`src/rtl/counter_pkg.sv`:
```
// Shared types and helpers for the prescaled mode counter.
package counter_pkg;

  // Counting mode as presented on mode_in.
  typedef enum logic [1:0] {
    MODE_UP     = 2'b00,
    MODE_DOWN   = 2'b01,
    MODE_HOLD   = 2'b10,
    MODE_BOUNCE = 2'b11
  } mode_t;

  // Ceiling log2; clog2(1) = 0, callers clamp the width to at least 1 bit.
  function automatic int unsigned clog2(input int unsigned value);
    int unsigned result;
    int unsigned rem;
    result = 0;
    rem    = (value > 0) ? value - 1 : 0;
    while (rem > 0) begin
      result = result + 1;
      rem    = rem >> 1;
    end
    return result;
  endfunction

endpackage

```
`src/rtl/tick_gen.sv`:
```
// Prescaler: free-running 0..PRESCALE-1 counter producing a one-cycle clock enable.
module tick_gen #(
  parameter int unsigned PRESCALE = 4
) (
  input  logic CLK,
  input  logic RST_N,
  input  logic restart,
  output logic tick
);
  import counter_pkg::*;

  localparam int unsigned  CW   = (PRESCALE > 1) ? clog2(PRESCALE) : 1;
  localparam logic [CW-1:0] LAST = CW'(PRESCALE - 1);

  logic [CW-1:0] cnt_q;
  logic [CW-1:0] cnt_d;
  logic          run_q;

  // Next prescaler value: restart or terminal count returns to zero.
  always_comb begin
    if (restart || (cnt_q == LAST)) begin
      cnt_d = '0;
    end else begin
      cnt_d = cnt_q + CW'(1);
    end
  end

  // Prescaler state; run_q masks tick while reset is held (matters for PRESCALE == 1).
  always_ff @(posedge CLK or negedge RST_N) begin
    if (!RST_N) begin
      cnt_q <= '0;
      run_q <= 1'b0;
    end else begin
      cnt_q <= cnt_d;
      run_q <= 1'b1;
    end
  end

  assign tick = run_q & (cnt_q == LAST);

endmodule

```
`src/rtl/prescaled_mode_counter.sv`:
```
// Modulo counter with up/down/hold/bounce modes, load, wrap/saturate, and a built-in
// prescaler clock enable so everything runs on the single CLK.
module prescaled_mode_counter #(
  parameter int unsigned WIDTH    = 4,
  parameter int unsigned MODULUS  = 16,
  parameter int unsigned PRESCALE = 4194304,
  parameter bit          SATURATE = 1'b0
) (
  input  logic             CLK,
  input  logic             RST_N,
  input  logic             EN_set_mode,
  input  logic [1:0]       mode_in,
  input  logic             EN_load,
  input  logic [WIDTH-1:0] load_value,
  output logic             RDY_load,
  output logic [WIDTH-1:0] count_value,
  output logic             RDY_count_value,
  output logic             tick,
  output logic             wrap,
  output logic             dir_down
);
  import counter_pkg::*;

  localparam logic [WIDTH-1:0] MAX_COUNT = WIDTH'(MODULUS - 1);

  logic             rdy_q;
  mode_t            mode_q;
  mode_t            mode_d;
  logic             dir_q;
  logic             dir_d;
  logic [WIDTH-1:0] count_q;
  logic [WIDTH-1:0] count_d;
  logic             wrap_q;
  logic             wrap_d;

  logic             tick_w;
  logic             do_load;
  logic             do_set_mode;
  logic [WIDTH-1:0] step_count;
  logic             step_dir;
  logic             step_wrap;

  assign do_load     = EN_load & rdy_q;
  assign do_set_mode = EN_set_mode & rdy_q;

  // A load restarts the prescaler so the next tick lands a full period later.
  tick_gen #(
    .PRESCALE(PRESCALE)
  ) u_tick_gen (
    .CLK    (CLK),
    .RST_N  (RST_N),
    .restart(do_load),
    .tick   (tick_w)
  );

  // One tick's step for the current mode; all arithmetic stays inside 0..MODULUS-1.
  always_comb begin
    step_count = count_q;
    step_dir   = dir_q;
    step_wrap  = 1'b0;
    unique case (mode_q)
      MODE_UP: begin
        if (count_q == MAX_COUNT) begin
          if (!SATURATE) begin
            step_count = '0;
            step_wrap  = 1'b1;
          end
        end else begin
          step_count = count_q + WIDTH'(1);
        end
      end
      MODE_DOWN: begin
        if (count_q == '0) begin
          if (!SATURATE) begin
            step_count = MAX_COUNT;
            step_wrap  = 1'b1;
          end
        end else begin
          step_count = count_q - WIDTH'(1);
        end
      end
      MODE_HOLD: begin
        step_count = count_q;
      end
      MODE_BOUNCE: begin
        // Reversal steps away from the end in the same tick.
        if (!dir_q) begin
          if (count_q == MAX_COUNT) begin
            step_count = MAX_COUNT - WIDTH'(1);
            step_dir   = 1'b1;
            step_wrap  = 1'b1;
          end else begin
            step_count = count_q + WIDTH'(1);
          end
        end else begin
          if (count_q == '0) begin
            step_count = WIDTH'(1);
            step_dir   = 1'b0;
            step_wrap  = 1'b1;
          end else begin
            step_count = count_q - WIDTH'(1);
          end
        end
      end
      default: begin
        step_count = count_q;
      end
    endcase
  end

  // Next state: load beats a coincident tick; set_mode applies alongside either.
  always_comb begin
    count_d = count_q;
    dir_d   = dir_q;
    mode_d  = mode_q;
    wrap_d  = 1'b0;
    if (do_load) begin
      count_d = (load_value > MAX_COUNT) ? MAX_COUNT : load_value;
    end else if (tick_w) begin
      count_d = step_count;
      dir_d   = step_dir;
      wrap_d  = step_wrap;
    end
    if (do_set_mode) begin
      mode_d = mode_t'(mode_in);
      if (mode_t'(mode_in) == MODE_BOUNCE) begin
        dir_d = 1'b0;
      end
    end
  end

  // Counter, mode, direction, wrap pulse and ready state.
  always_ff @(posedge CLK or negedge RST_N) begin
    if (!RST_N) begin
      rdy_q   <= 1'b0;
      mode_q  <= MODE_UP;
      dir_q   <= 1'b0;
      count_q <= '0;
      wrap_q  <= 1'b0;
    end else begin
      rdy_q   <= 1'b1;
      mode_q  <= mode_d;
      dir_q   <= dir_d;
      count_q <= count_d;
      wrap_q  <= wrap_d;
    end
  end

  assign RDY_load        = rdy_q;
  assign RDY_count_value = rdy_q;
  assign count_value     = count_q;
  assign tick            = tick_w;
  assign wrap            = wrap_q;
  assign dir_down        = dir_q;

endmodule
```
`config.mk`:
```
export PLATFORM = sky130hd
export DESIGN_NAME = prescaled_mode_counter
export DESIGN_NICKNAME = d
export VERILOG_FILES = /design/src/rtl/counter_pkg.sv /design/src/rtl/tick_gen.sv /design/src/rtl/prescaled_mode_counter.sv
export SDC_FILE = /design/constraint.sdc
export NUM_CORES = 1
export LEC_CHECK = 0
export ABC_AREA = 1
export CAP_MARGIN = 20
export CORE_MARGIN = 3
export CORE_UTILIZATION = 50
export CTS_BUF_LIST = sky130_fd_sc_hd__clkbuf_8
export CTS_CLUSTER_SIZE = 40
export DETAILED_ROUTE_END_ITERATION = 8
export GPL_ROUTABILITY_DRIVEN = 0
export GPL_TIMING_DRIVEN = 0
export PLACE_DENSITY = 0.67
export SYNTH_ARGS = -nofsm -noshare
export SYNTH_HDL_FRONTEND = slang
export SYNTH_SLANG_ARGS = --single-unit
```
`constraint.sdc`:
```
create_clock -name CLK -period 1.7 [get_ports CLK]
set_input_delay 0.17 -clock CLK [delete_from_list [all_inputs] [get_ports CLK]]
set_output_delay 0.17 -clock CLK [all_outputs]
set_load 0.01 [all_outputs]
```
# ---- Word level (Yosys, flattened, before mapping)
# Cells that the tools add are included.
dict set report word_totals {
  ff_bits 31
  in_bits 10
}
dict set report op_classes {
  n_addsub 3
  order_cmp 1
  n_eq_ne 7
  n_mux 23
  bitwise 3
  reduce_logical 5
}
# cell count
set ops {}
lappend ops {{$mux W4} 8}
lappend ops {{$add A22 B1 Y22 const B} 1}
lappend ops {{$eq A22 B22 Y1 const B} 1}
lappend ops {{$mux W22} 1}
lappend ops {{$mux W1} 12}
lappend ops {{$pmux W4 S3} 1}
lappend ops {{$eq A2 B2 Y1 const B} 3}
lappend ops {{$add A4 B1 Y4 const B} 1}
lappend ops {{$eq A4 B4 Y1 const B} 1}
lappend ops {{$gt A4 B4 Y1 const B} 1}
lappend ops {{$logic_not A4 Y1} 1}
lappend ops {{$sub A4 B1 Y4 const B} 1}
lappend ops {{$and A1 B1 Y1} 3}
lappend ops {{$pmux W1 S3} 1}
lappend ops {{$eq A2 B1 Y1 const B} 1}
lappend ops {{$logic_not A2 Y1} 1}
lappend ops {{$ne A2 B1 Y1 const B} 1}
lappend ops {{$reduce_and A2 Y1} 1}
lappend ops {{$reduce_bool A2 Y1} 1}
lappend ops {{$logic_or A1 B1 Y1} 1}

# ---- Depth between registers and ports, before layout
# Gate-level depths: netlist (run 1).
dict set report depth {
  depth_word 8
  depth_mapped 11
  ltp_nobuf 11
}

# ---- By module
# Synthesis (run 1) repeated with hierarchy kept, for this count alone.
dict set report unflattened {
  cells_unflattened 282
  area_unflattened_um2 2067.0
}
# module instances cells_each area_per_inst_um2 seq_area_each_um2
set modules_own_cells {}
lappend modules_own_cells {tick_gen 1 163 1301.2 575.6}
lappend modules_own_cells {prescaled_mode_counter 1 119 765.7 225.2}

# ---- Least setup slack after synthesis (run 1)
# OpenSTA, ideal clock, no wires.
dict set report synth_path {
  kind {flip-flop to flip-flop}
  from {register u_tick_gen.cnt_q[0]}
  to {register u_tick_gen.cnt_q[14]}
  setup_ns 0.128
  arrival_ns 1.393
  slack_ns 0.179
  stages_incl_launch_ff 12
  synth_period_minus_slack_ns 1.521
  path_cell_list {dfrtp_1 > ha_1 > nand2_1 > inv_1 > nand2_2 > nor2_4 > nand3_2 > nor2_2 > nand2_1 > nand2_1 > buf_4 > nor3_1}
}
dict set report synth_via {
  elab_chain_len 3
}
# item line
set synth_rtl {}
lappend synth_rtl {{from (decl)} tick_gen.sv:15} ;# logic [CW-1:0] cnt_q;
lappend synth_rtl {{from (signal assigned)} tick_gen.sv:34} ;# cnt_q <= cnt_d;
lappend synth_rtl {{branches (longest 2 deep; another with $add A22 B1 Y22)} -}
lappend synth_rtl {{$mux W22 (*)} tick_gen.sv:21} ;# if (restart || (cnt_q == LAST)) begin
lappend synth_rtl {{net u_tick_gen.cnt_d[14]} tick_gen.sv:16} ;# logic [CW-1:0] cnt_d;
# Mark *: on every way through the listed nets, which the timed path passes.
# A chain may end at the register's enable or synchronous reset.

# ---- Worst setup path after layout (run 1)
dict set report layout_path {
  from {register u_tick_gen.cnt_q[0]}
  to {output port tick}
}
dict set report layout_via {
  elab_chain_len 2
}
# item line
set layout_rtl {}
lappend layout_rtl {{$eq A22 B22 Y1} tick_gen.sv:39} ;# assign tick = run_q & (cnt_q == LAST);
lappend layout_rtl {{$and A1 B1 Y1} tick_gen.sv:39}
lappend layout_rtl {{to (decl)} prescaled_mode_counter.sv:18} ;# output logic tick,
# No other way between the ends.

==> results of run 1 <==
flip-flops by register name, summed over array words and instances (netlist names):
signal,cells
dir_down,1
u_tick_gen.run_q,1
mode_q,2
count_value,4
wrap,1
u_tick_gen.cnt_q,22
per-layer routing:
metal / up-vias / wire length [um] / GRT usage, %
met5: - / 0 / 0
met4: 0 / 53 / 6.57
met3: 7 / 253 / 6.48
met2: 37 / 1800 / 29.3
met1: 798 / 2270 / 29.5
li1: 921 / - / -
what timing repair did:
| action | 4_1_cts | 5_1_grt |
|---|---|---|
| gates resized for setup | 8 | 21 |
| gates cloned | 0 | 0 |
| buffers inserted | 3 | 6 |
| pin swaps | 1 | 13 |
| hold buffers | 1 | 0 |
| hold endpoints to repair | 31 | 0 |
| setup endpoints to repair | 23 | 22 |
cell usage after synthesis (5+ instances only):
| cell | instances |
|---|---|
| nand2_1 | 61 |
| nor2_1 | 38 |
| inv_1 | 33 |
| dfrtp_1 | 31 |
| nand3_1 | 16 |
| o21ai_0 | 10 |
| nand4_1 | 8 |
| xor2_1 | 8 |
| a21oi_1 | 6 |
| xnor2_1 | 6 |
| nand2_2 | 5 |
| nor2_2 | 5 |
per-stage QoR:
stage / instance area, um^2 / util (%) / total power (W)
after floorplan: 1980 / - / 0.00127
final: 2470 / 66.1 / 0.00228
after global placement: 2220 / 59.3 / 0.00146
after global routing: 2470 / 66.1 / 0.00244
after detailed placement: 2210 / 59.2 / 0.00146
after CTS: 2360 / 63.2 / 0.00223
worst max-delay path, stage by stage, from the launching register on:
cell and delay [ps]:
dfrtp_1 350, ha_2 190, nand2_2 60, inv_2 80, nand2_4 50, nor2_4 100
nand3_2 90, nor2_4 140, nand2_2 80, nor2_4 100, buf_6 110
power by group:
part	switching [W]	total, W	leakage (nW)	internal (W)
clock network	0.000302	0.000738	0.0581	0.000436
registers	0.0000906	0.000898	0.415	0.000807
logic	0.000350	0.000641	0.726	0.000291
final cells by class:
cell class                 instances  area, um^2
fill                             328        1270
multi-input combinational        196        1110
sequential                        31         777
timing repair buffer              27         246
inverter                          36         135
clock buffer                       5        68.8
tap                               48        60.1
clock inverter                     3        43.8
buffer                             4        33.8
kinds of logic after synthesis:
group                    count (synthesis)  synth area share (%)
flip-flops                              31                  39.2
other                                    1                 0.189
adder cells (fa/ha/maj)                  4                  2.53
buffers and inverters                   40                  8.15
AND/OR/NAND/NOR                        152                  36.1
XOR/XNOR                                14                  6.19
AO/OA/AOI/OAI                           25                  7.65
cell usage in the layout (no fill, tap or decap), types with 2 or more instances in the layout:
| master | synthesis | layout |
|---|---|---|
| a21oi_1 | 6 | 6 |
| a31oi_1 | 2 | 2 |
| buf_4 | 3 | 9 |
| buf_6 | 0 | 3 |
| clkbuf_8 | 0 | 5 |
| clkdlybuf4s50_1 | 0 | 16 |
| dfrtp_1 | 31 | 30 |
| ha_1 | 4 | 3 |
| inv_1 | 33 | 31 |
| inv_2 | 3 | 5 |
| nand2_1 | 61 | 57 |
| nand2_2 | 5 | 7 |
| nand2_4 | 0 | 2 |
| nand3_1 | 16 | 14 |
| nand3_2 | 3 | 4 |
| nand4_1 | 8 | 8 |
| nor2_1 | 38 | 37 |
| nor2_2 | 5 | 3 |
| nor2_4 | 3 | 6 |
| nor3_1 | 4 | 4 |
| nor3b_1 | 3 | 3 |
| o211ai_1 | 2 | 2 |
| o21ai_0 | 10 | 7 |
| o21ai_1 | 1 | 3 |
| or2_2 | 4 | 4 |
| xnor2_1 | 6 | 6 |
| xor2_1 | 8 | 8 |
worst min-delay path by stage:
stage / from / to / cells past startpoint
after floorplan: RST_N / count_value[0] / 0
after global placement: u_tick_gen.cnt_q[0] / u_tick_gen.cnt_q[0] / 1
after detailed placement: RST_N / u_tick_gen.cnt_q[13] / 1
after CTS: mode_in[0] / mode_q[0] / 3
after global routing: mode_in[1] / mode_q[1] / 3
final: RST_N / u_tick_gen.cnt_q[13] / 2
==> impl_metrics.env, run 1 <==
export IMPL_status="finished, violations left"
export IMPL_violations="negative setup slack"
export IMPL_critPathCaptureType="output pin"
export IMPL_cts_root_buf="clkbuf_8"
export IMPL_drive_gt1_share_pct=19.2
export IMPL_critPathMaxFanout=3
export IMPL_power_density_mw_per_mm2=920
export IMPL_wire_per_inst_um=12.5
export IMPL_remaining_drc_errors=0
export IMPL_cts_tree="built"
export IMPL_netlist_area_mm2=0.00198
export IMPL_timing_final_ws_setup_ps=-113
export IMPL_placeableCoreArea_mm2=0.00374
export IMPL_synthArstFlopShare_pct=100
export IMPL_grt_pass1_vias=1568
export IMPL_htree_levels=2
export IMPL_ff2ff_setup_slack_ps=-30
export IMPL_start_kind="flip-flop"
export IMPL_clock_skew_ps=3.58
export IMPL_yosys_top_cells_area="dfrtp_1 39%, nand2_1 12%, nor2_1 7.2%, inv_1 6.3%, nand3_1 4.0%"
export IMPL_antenna_found_initial=0
export IMPL_maxCapViolCount=0
export IMPL_finalSetupViolations=5
export IMPL_synth_distinct_cells=31
export IMPL_synth_edff_count=0
export IMPL_portBuffers=18
export IMPL_die_x_um=68.9
export IMPL_synth_top_area_share_pct=39.2
export IMPL_postSynthCellCount=267
export IMPL_fin_crit_ps=1810
export IMPL_syn_area_per_cell_um2=7.41
export IMPL_grt_max_degree=32
export IMPL_critical_path_arrival_ps=1640
export IMPL_post_place_ws_ps=-378
export IMPL_power_leakage_nw=1.20
export IMPL_crit_type="reg2out"
export IMPL_gr_usage_all_layers_pct=20.6
export IMPL_dr_first_iter_drc_count=137
export IMPL_cts_sinks=31
export IMPL_rsz0062_at_grt="yes"
export IMPL_slew_violations=0
export IMPL_synth_top_area_cell="dfrtp_1"
export IMPL_grt_pass1_wl_mm=7.17
export IMPL_ys_seq_area_share_pct=39.2
export IMPL_overflow=0
export IMPL_area_growth_pct=25.0
export IMPL_clk_path_buf_depth=2
export IMPL_via_count=1763
export IMPL_endpoint="tick"
export IMPL_hold_viol_final=0
export IMPL_num_rows=22
export IMPL_reg2reg_depth=10
export IMPL_routed_wl_mm=4.38
export IMPL_fmax_mhz=552
export IMPL_cts_reportedPaths_clkPinSlew_ps=70
export IMPL_ant_nets=0
export IMPL_final_nets=315
export IMPL_fin_tns_setup_ps=-176
export IMPL_io_pins=19
export IMPL_tightest_slew_ps=700
export IMPL_worstReg2RegEnd="count_value[2]"
export IMPL_holdWs_ps=453
export IMPL_die_area_mm2=0.00475
export IMPL_required_ps=1530
export IMPL_final_cells=350
export IMPL_synth_nets=281
export IMPL_clkLatencyLatePin_ps=290
export IMPL_fin_crit_sh_pct=107
export IMPL_hpwl_mm=3.15
export IMPL_r2r_start="u_tick_gen.cnt_q[0]"
export IMPL_cts_buffers_inserted=5
export IMPL_initial_core_util_pct=52.9
export IMPL_cp_startpoint="u_tick_gen.cnt_q[0]"
export IMPL_ys_flop_type="dfrtp_1"
export IMPL_ys_ff_latch=31
export IMPL_hp_class="in2async"
export IMPL_dr_pass1_iters=4
export IMPL_diodes=0
export IMPL_dieHeight_um=68.9
export IMPL_relSlewSlack_pct=53.3
export IMPL_ir_drop_v=0.000559
export IMPL_dp_cells=333
export IMPL_ys_warn_count=0
export IMPL_routed_via_density=5.04
Note: power is estimated with default switching activity, not from simulation.
==> inputs of run 2 (changes only) <==
CORE_MARGIN = unset   (was 3)
RECOVER_POWER = 100   (was unset)
==> run 2 against run 1 <==
- the run still ends with negative setup slack left
- combinational power shrank 0.6%
- cell count up 2.9%
- wire length rose by 6.1%
- worst hold slack got worse by 130 ps
==> impl_metrics.env, run 2 (same netlist as run 1, synthesis figures left out) <==
export IMPL_clk_path_buf_depth=2
export IMPL_ant_nets=0
export IMPL_grt_max_degree=20
export IMPL_swShare_pct=33.4
export IMPL_critical_path_arrival_ps=1660
export IMPL_ir_drop_v=0.000513
export IMPL_start_kind="flip-flop"
export IMPL_die_x_um=64.9
export IMPL_intPower_w=0.00142
export IMPL_grt_pass1_vias=1735
export IMPL_required_ps=1530
export IMPL_tightest_slew_ps=613
export IMPL_area_growth_pct=29.7
export IMPL_cts_sinks=31
export IMPL_routed_wl_mm=4.65
export IMPL_finalSetupViolations=8
export IMPL_place_area_mm2=0.00225
export IMPL_gr_usage_all_layers_pct=25.0
export IMPL_fin_crit_sh_pct=108
export IMPL_rsz0062_at_grt="yes"
export IMPL_portBuffers=18
export IMPL_remaining_drc_errors=0
export IMPL_wire_per_inst_um=12.9
export IMPL_hpwl_mm=3.16
export IMPL_initial_core_util_pct=53.3
export IMPL_pwr_share_seq_pct=42.1
export IMPL_crit_type="reg2out"
export IMPL_timing_final_ws_setup_ps=-128
export IMPL_switchingPower_w=0.000709
export IMPL_fillers=306
export IMPL_regArea_um2=776
export IMPL_final_common_cell="nand2_1"
export IMPL_num_rows=22
export IMPL_maxCapViolCount=0
export IMPL_htree_levels=2
export IMPL_hold_viol_final=0
export IMPL_final_cell_mix="56 x nand2_1, 37 x nor2_1, 32 x inv_1, 31 x dfrtp_1, 16 x buf_4"
export IMPL_dr_first_iter_drc_count=105
export IMPL_diodes=0
export IMPL_largest_register_ffs=22
export IMPL_critPathMaxFanout=2
export IMPL_overflow=0
export IMPL_placeableCoreArea_mm2=0.00372
export IMPL_largest_register="u_tick_gen.cnt_q"
export IMPL_dr_pass1_iters=4
export IMPL_grt_pass1_wl_mm=7.88
export IMPL_final_nets=326
export IMPL_cts_buffers_inserted=5
export IMPL_clock_skew_ps=6.10
export IMPL_dp_cells=334
export IMPL_combPwrFrac_pct=30.0
export IMPL_final_cells=360
export IMPL_cts_root_buf="clkbuf_8"
export IMPL_cts_tree="built"
export IMPL_cts_reportedPaths_clkPinSlew_ps=70
export IMPL_die_area_mm2=0.00421
export IMPL_relSlewSlack_pct=59.0
export IMPL_power_density_mw_per_mm2=828
export IMPL_violations="negative setup slack"
export IMPL_fin_crit_ps=1830
export IMPL_clkLatencyLatePin_ps=290
export IMPL_hp_class="in2async"
export IMPL_post_place_ws_ps=-403
export IMPL_routed_via_density=5.01
export IMPL_critPathCaptureType="output pin"
export IMPL_power_leakage_nw=1.27
export IMPL_drive_gt1_share_pct=21.5
export IMPL_io_pins=19
export IMPL_status="finished, violations left"
export IMPL_fin_area_mm2=0.00257
export IMPL_multi_input_area_mm2=0.00111
export IMPL_via_count=1804
export IMPL_antenna_found_initial=0
export IMPL_p_clk_share_pct=27.9
export IMPL_slew_violations=0
export IMPL_fmax_mhz=547
export IMPL_dieHeight_um=64.9
-- run 2: changes by cell type in the layout (fill, tap and decap cells not counted), moves of 2 or more --
cell             previous run  this run
dlygate4sd3_1               1         7
clkdlybuf4s50_1            16        10
buf_4                       9        16
o21ai_1                     3         5
buf_8                       0         2
-- run 2: layout make-up --
type,instances,area share [%]
timing repair buffer,38,13.7
inverter,36,5.26
multi-input combinational,196,43.4
tap,48,2.34
clock inverter,1,0.195
buffer,4,1.61
clock buffer,6,3.22
sequential,31,30.2
-- run 2: what timing repair did --
item                       in CTS  in global routing
pin swaps                      14                  9
setup endpoints to repair      25                 28
resized for setup              17                 18
hold buffers                    0                  0
hold endpoints to repair        0                  0
setup buffers                  27                  4
-- run 2: power groups by stage --
stage | clock network [W] | logic, W | registers (W)
global placement | 0 | 0.000543 | 0.000906
finish | 0.000594 | 0.000637 | 0.000895
global route | 0.000637 | 0.000721 | 0.000910
floorplan | 0 | 0.000359 | 0.000906
detailed placement | 0 | 0.000554 | 0.000908
CTS | 0.000614 | 0.000617 | 0.000896
-- run 2: layer usage --
metal  share of wire, %  wire length (um)  global-route usage, %  vias to the layer above
met1                 49              2280                   35.3                      823
met4               0.95                44                   6.67                        0
met3                4.7               217                   6.87                        7
met2                 45              2100                   37.2                       38
met5                  0                 0                      0                        -
li1                   -                 -                      -                      936
-- run 2: path summary, 6_finish.rpt --
kind,startpoint,to,slack [ps],depth (start not counted)
worst min-delay path,RST_N,u_tick_gen.cnt_q[1],330,1
worst min register to register,u_tick_gen.cnt_q[20],u_tick_gen.cnt_q[20],490,1
min in group CLK,mode_in[1],mode_q[1],450,3
worst max-delay path,u_tick_gen.cnt_q[1],tick,-130,10
max in group asynchronous,RST_N,mode_q[0],470,2
worst max register to register,u_tick_gen.cnt_q[1],count_value[2],-110,11
-- run 2: worst max-delay path, cell delays in order, from the launching register on --
cell     delay [ps]
dfrtp_1         360
ha_2            200
nand2_2          70
inv_2            70
nand2_4          60
nor2_4          100
nand3_2          90
nor2_4          110
nand2_2          90
nor2_4          110
buf_6           110
-- run 2: per-stage QoR --
stage	hold slack [ps]	utilization, %	TNS, ps	total power (W)
global placement	474	59.7	-4240	0.00145
CTS	320	67.4	-706	0.00213
detailed placement	485	60.5	-1300	0.00146
global route	373	69.1	-2950	0.00227
floorplan	-126	-	0	0.00127
finish	326	69.1	-631	0.00213
